### src/rtl/readout_ctrl.sv
// Column readout sequencer: exposes the array, then strobes the column shift register
// and streams one sampled pixel per column over valid/ready.
module readout_ctrl #(
  parameter int N_COLS        = 4,
  parameter int DATA_W        = 8,
  parameter int EXPOSE_CYCLES = 16,
  parameter int SETTLE_CYCLES = 2,
  parameter int IDX_W         = $clog2(N_COLS)
) (
  input  logic              clk,
  input  logic              reset,
  input  logic              start,
  output logic              busy,
  output logic              expose,
  output logic              read,
  input  logic [N_COLS-1:0] col_sel,
  input  logic [DATA_W-1:0] pix_data,
  output logic [DATA_W-1:0] data_out,
  output logic [IDX_W-1:0]  col_idx,
  output logic              valid,
  input  logic              ready,
  output logic              frame_done,
  output logic              err
);

  localparam int CNT_MAX = (EXPOSE_CYCLES > SETTLE_CYCLES) ? EXPOSE_CYCLES : SETTLE_CYCLES;
  localparam int CNT_W   = (CNT_MAX > 1) ? $clog2(CNT_MAX) : 1;

  typedef enum logic [2:0] {
    S_IDLE, S_EXPOSE, S_READ, S_SETTLE, S_SAMPLE, S_OUTPUT, S_DONE
  } state_t;

  state_t             state, state_nxt;
  logic [CNT_W-1:0]   cnt;
  logic [IDX_W-1:0]   col;
  logic [N_COLS-1:0]  col_exp;
  logic               expose_end, settle_end, last_col, accept;

  assign expose_end = (cnt == CNT_W'(EXPOSE_CYCLES - 1));
  assign settle_end = (cnt == CNT_W'(SETTLE_CYCLES - 1));
  assign last_col   = (col == IDX_W'(N_COLS - 1));
  assign accept     = valid && ready;
  assign col_exp    = N_COLS'(1) << col;

  always_comb begin
    state_nxt = state;
    case (state)
      S_IDLE:   if (start) state_nxt = S_EXPOSE;
      S_EXPOSE: if (expose_end) state_nxt = S_READ;
      S_READ:   state_nxt = S_SETTLE;
      S_SETTLE: if (settle_end) state_nxt = S_SAMPLE;
      S_SAMPLE: state_nxt = S_OUTPUT;
      S_OUTPUT: if (accept) state_nxt = last_col ? S_DONE : S_READ;
      S_DONE:   state_nxt = S_IDLE;
      default:  state_nxt = S_IDLE;
    endcase
  end

  always_ff @(posedge clk or posedge reset) begin
    if (reset) begin
      state <= S_IDLE;
      cnt   <= '0;
      col   <= '0;
    end else begin
      state <= state_nxt;
      // cnt restarts whenever the state changes, so it times the current dwell
      if (state_nxt != state) cnt <= '0;
      else if (state == S_EXPOSE || state == S_SETTLE) cnt <= cnt + 1'b1;
      if (state == S_IDLE && start) col <= '0;
      else if (state == S_OUTPUT && accept && !last_col) col <= col + 1'b1;
    end
  end

  // Outputs are flops decoded from the next state so they line up with the state register
  always_ff @(posedge clk or posedge reset) begin
    if (reset) begin
      busy       <= 1'b0;
      expose     <= 1'b0;
      read       <= 1'b0;
      valid      <= 1'b0;
      frame_done <= 1'b0;
      err        <= 1'b0;
      data_out   <= '0;
      col_idx    <= '0;
    end else begin
      busy       <= (state_nxt != S_IDLE);
      expose     <= (state_nxt == S_EXPOSE);
      read       <= (state_nxt == S_READ);
      valid      <= (state_nxt == S_OUTPUT);
      frame_done <= (state_nxt == S_DONE);
      if (state == S_IDLE && start) err <= 1'b0;
      else if (state == S_SAMPLE && col_sel != col_exp) err <= 1'b1;
      if (state == S_SAMPLE) begin
        data_out <= pix_data;
        col_idx  <= col;
      end
    end
  end

endmodule

### config.mk
export PLATFORM = sky130hd
export DESIGN_NAME = readout_ctrl
export DESIGN_NICKNAME = d
export VERILOG_FILES = /design/src/rtl/readout_ctrl.sv
export SDC_FILE = /design/constraint.sdc
export NUM_CORES = 1
export LEC_CHECK = 0
export ABC_AREA = 1
export CAP_MARGIN = 10
export CORE_ASPECT_RATIO = 1.25
export CORE_UTILIZATION = 50
export DETAILED_ROUTE_END_ITERATION = 8
export PLACE_DENSITY = 0.82
export SLEW_MARGIN = 20
export SYNTH_ARGS = -nofsm -noshare
export SYNTH_HDL_FRONTEND = slang
export SYNTH_SLANG_ARGS = --single-unit
### constraint.sdc
create_clock -name clk -period 3.42 [get_ports clk]
set_input_delay 0.342 -clock clk [delete_from_list [all_inputs] [get_ports clk]]
set_output_delay 0.342 -clock clk [all_outputs]
set_load 0.01 [all_outputs]
After elaboration in Yosys (flattened, before gate mapping)
Index checks and enable logic that the tools add are counted.
{"block": "word_totals", "mem_bits_ro": 0, "ram_bits": 0, "inputBits": 16, "mem_count": 0, "out_inout_bits": 16, "regBits": 25, "latchBits": 0}
{"block": "classes", "n_mul": 0, "div_mod_pow": 0, "bitwise": 0, "n_addsub": 2, "shifts": 1, "n_mux": 12, "eq_ne": 14, "reduce_logical": 12, "order_cmp": 0}
{"operator": "one-hot mux 3 bit (6 select lines)", "n": 1}
{"operator": "two-way mux 3 bit", "n": 5}
{"operator": "== test 3 bit (second input constant)", "n": 4}
{"operator": "== test 3 x 2 -> 1 bit (second input constant)", "n": 3}
{"operator": "two-way mux 4 bit", "n": 2}
{"operator": "== test 3 x 1 -> 1 bit (second input constant)", "n": 2}
{"operator": "nonzero test 2 bit", "n": 3}
{"operator": "logical AND 1 bit", "n": 5}
{"operator": "adder 4 x 1 -> 4 bit (second input constant)", "n": 1}
{"operator": "== test 4 x 1 -> 1 bit (second input constant)", "n": 1}
{"operator": "== test 4 bit (second input constant)", "n": 1}
{"operator": "two-way mux 2 bit", "n": 2}
{"operator": "!= test 4 bit", "n": 1}
{"operator": "<< shifter 1 x 2 -> 4 bit (first input constant)", "n": 1}
{"operator": "zero test 3 bit", "n": 1}
{"operator": "!= test 3 bit", "n": 1}
{"operator": "nonzero test 3 bit", "n": 1}
{"operator": "adder 2 x 1 -> 2 bit (second input constant)", "n": 1}
{"operator": "== test 2 bit (second input constant)", "n": 1}
{"operator": "two-way mux 1 bit", "n": 2}
{"operator": "zero test 1 bit", "n": 1}
{"operator": "logical OR 1 bit", "n": 1}

Longest topological paths before layout
{"block": "depth", "depth_word": 6, "mapped_depth": 8}

Worst setup path before layout
No wires, ideal clock.
{"block": "synth_path", "path_kind": "register to register", "from": "reg col[0]", "to": "reg err", "arrival_ns": 1.192, "n_path_buf": 0, "stages_incl_launch_ff": 8, "setup_time_ns": 0.066, "slack_ns": 2.162, "cell_sequence": "dfrtp_1 -> inv_1 -> ha_1 -> xnor2_1 -> nand3_1 -> o21ai_0 -> nand3_1 -> nand2_1"}
{"block": "synth_via", "elab_chain_len": 4}
{"item": "start: declaration", "line": "35", "text": "logic [IDX_W-1:0] col;"}
{"item": "start signal: assignment", "line": "70", "text": "else if (state == S_OUTPUT && accept && !last_col) col <= col + 1'b1;"}
{"item": "<< shifter 1 x 2 -> 4 bit", "line": "43", "text": "assign col_exp = N_COLS'(1) << col;"}
{"item": "!= test 4 bit", "line": "92", "text": "else if (state == S_SAMPLE && col_sel != col_exp) err <= 1'b1;"}
{"item": "logical AND 1 bit", "line": "92"}
{"item": "nonzero test 2 bit (no line)"}
{"item": "end signal: assignment", "line": "82", "text": "err <= 1'b0;"}
{"item": "end signal: assignment", "line": "91", "text": "if (state == S_IDLE && start) err <= 1'b0;"}
{"item": "end signal: assignment", "line": "92"}
{"item": "end: declaration", "line": "23", "text": "output logic err"}
Every way passes these cells.
A chain may end at the register's enable or synchronous reset.

Worst setup path in the final report
{"block": "layout_path", "from": "reg col_idx[1]", "to": "out col_idx[1]"}
{"item": "start: declaration", "line": "19", "text": "output logic [IDX_W-1:0] col_idx,"}
{"item": "start signal: assignment", "line": "95", "text": "col_idx <= col;"}
No word-level cell between the ends.

==> metrics.csv <==
stage;metric;value;unit
timing;drv_slew;0;
worst_setup_path;worst_setup_path_end_kind;output port;
worst_setup_path;rr_startpoint;col[0];
die;die_area;2620;um2
cts;path_clk_slew;130;ps
worst_setup_path;path_cells;clkdlybuf4s50_1;
layout;multi_input_area;514;um2
worst_setup_path;worstRegToRegCells;7;
route;dr.pass1.iters;4;
route;drc_errors;0;
cts;cts_root_buf;clkbuf_4;
timing;finalSetupViolCount;0;
synth;synth_top_area_cell;dfrtp_1;
pwr;powerDensity;707;nW/um2
cts;cts.sinks;25;
layout;final_cell_area;1580;um2
route;postRouteAntennaNets;0;
layout;nNetsFinal;195;
synth;postSynthCellCount;138;
placement;place_congestion;0.808;
worst_setup_path;r2r-end;err;
route;viasPerCell;4.78;
synth;ys_ff_latch;25;
grt;grt_pass1_wl;3.62;mm
cts;cts_resized;0;
grt;grt_usage;0.186;
placement;place_area;1550;um2
placement;port_buffers;31;
timing;hold_violations;0;
route;wirelength;2.26;mm
cts;post_cts_buffers;0;
synth;yosysSeqAreaShare;0.518;
die;rows;19;
layout;diodes;0;
timing;layout_min_cycle_time;1570;ps
cts;clk_latency;300;ps
synth;avgSynthCellArea;8.76;um2
synth;yosysWarnings;0;
worst_setup_path;cp_slowest_cell;clkdlybuf4s50_1;
route;wl_per_cell;11.1;um
worst_setup_path;worstPathBufferInverterCount;1;
cts;cts_hold_buf;0;
min_path;hp-class;reg -> reg;
timing;rsz0062_at_grt;false;
layout;nFillCells;189;
grt;gr-total-overflow;0;
layout;regArea;626;um2
timing;max_slew_margin;0.392;
worst_setup_path;r2r_slack;1980;ps
grt;grt_pass1_vias;918;
synth;synth_nets;160;
die;die_h;57.0;um
die;initial_utilization;0.541;
worst_setup_path;worst-path-max-fanout;2;
grt;antenna_found_initial;0;
route;vias;970;
placement;dpl.hpwl;1.75;mm
die;coreArea;2230;um2
synth;synth_area_leaders;dfrtp_1 (52%), nand2_1 (12%), ha_1 (6.2%);
timing;tightest_slew;911;ps
placement;placedCellCount;199;
worst_setup_path;cp_num_cells;1;
cts;htreeDepth;1;
run;maxCapViolCount;0;
timing;hold-worst-slack;494;ps
cts;cts_made_buffers;3;
cts;cts_tree;yes;
timing;max_freq;635;MHz
worst_setup_path;crit_required;3080;ps
cts;clock_path_buffers;2;
synth;ys_types;19;
route;drt-initial-drc-count;11;
synth;synth_top_area_frac;0.518;
worst_setup_path;path_class;reg -> out;
die;die_x;46.0;um
worst_setup_path;startpoint_type;flip-flop;
synth;synth_area;1210;um2
worst_setup_path;crit_end;col_idx[1];
worst_setup_path;cp_slowest_stage_delay;550;ps
status;status;completed;
pwr;p_leak;0.807;nW
worst_setup_path;critical_path.top_delay_family;buffers and inverters;
layout;drive_gt1_frac;0.0756;
pwr;irDropWorstVdd;0.555;mV
worst_setup_path;cp.arrival;1230;ps
layout;syn2layout_area_growth;30.6;%
layout;final_cells;203;
timing;skew;1.52;ps
worst_setup_path;crit_start;col_idx[1];
timing;finalSetupTns;0;ps
grt;grt_max_degree;26;
die;num_io_pins;32;
timing;finalCritPeriodShare;0.460;
[sequential cells by signal, summed over array words and instances (netlist names)]
name        cells
frame_done      1
state           3
valid           1
read            1
data_out        8
expose          1
err             1
busy            1
cnt             4
col_idx         2
col             2
[tightest hold or removal path, stage by stage (launching register included)]
cell	delay, ps
dfrtp_1	370
nand2_1	50
nand2_1	50
[metrics by stage]
stage	utilization	power [mW]	setup slack (ps)
final	0.707	1.12	1850
after global routing	0.707	1.21	1800
after CTS	0.707	1.13	1840
after detailed placement	0.695	1.00	1800
after global placement	0.695	0.979	1860
after floorplan	-	0.771	2160
[cells by family (layout without fill, tap and decap cells)]
family                     after synthesis  in the layout  synth area share
AOI/OAI and AO/OA                        9              9            0.0404
DFF                                     25             25             0.518
and+or+nand+nor                         72             72             0.264
xor gates and xnor gates                 7              7            0.0507
adders and majority gates                6              6            0.0621
muxes                                    1              1           0.00828
buffers and inverters                   18             52            0.0569
[cells in the final DEF, fill, tap and decap left out]
master	instances
dfrtp_1	25
o21ai_0	6
inv_2	1
nand2_1	40
nand4_1	2
xnor2_1	5
xor2_1	2
nor2_2	3
inv_1	16
mux2i_1	1
nand3_2	2
a21oi_1	2
nand2_4	1
nand3_1	9
clkdlybuf4s50_1	31
nor2_1	13
nand2_2	2
clkbuf_4	3
o21ai_2	1
ha_1	6
clkbuf_1	1
[worst min path at each step]
stage	startpoint	slack, ps	depth (start not counted)	to
after floorplan	reset	370	1	busy
after global placement	data_out[4]	460	2	data_out[4]
after detailed placement	data_out[7]	470	2	data_out[7]
after CTS	data_out[7]	500	2	data_out[7]
after global routing	data_out[3]	530	2	data_out[3]
final	data_out[7]	490	2	data_out[7]
[cells in the mapped netlist]
library cell and n:
nand4_1 2, nand3_1 9, nand2_4 1, a21oi_1 2, xor2_1 2, inv_1 16
nor2_2 3, dfrtp_1 25, mux2i_1 1, xnor2_1 5, inv_2 1, buf_2 1
nor2_1 13, nand2_1 40, ha_1 6, o21ai_2 1, nand2_2 2, o21ai_0 6
nand3_2 2
[metal layers]
layer / part of all wire / wire length [um] / global-route usage / up-vias
met5: 0 / 0 / 0 / -
met4: 0.0062 / 14 / 0.0714 / 0
met3: 0.036 / 81 / 0.0190 / 2
met2: 0.52 / 1170 / 0.346 / 23
met1: 0.44 / 993 / 0.205 / 451
li1: - / - / - / 494
[area by class of cell]
| type | count | share of cell area |
|---|---|---|
| Multi-Input combinational cell | 95 | 0.326 |
| Inverter | 17 | 0.0404 |
| Timing Repair Buffer | 31 | 0.197 |
| Tap cell | 31 | 0.0246 |
| Clock buffer | 4 | 0.0166 |
| Sequential cell | 25 | 0.396 |
[power by group]
part           leakage, nW  switching [mW]  total, mW  internal (mW)
clock               0.0150          0.0806      0.126         0.0454
sequential           0.315          0.0715      0.472          0.400
combinational        0.477           0.255      0.518          0.263
total                0.807           0.407       1.12          0.709
(Power assumes the default switching activity.)
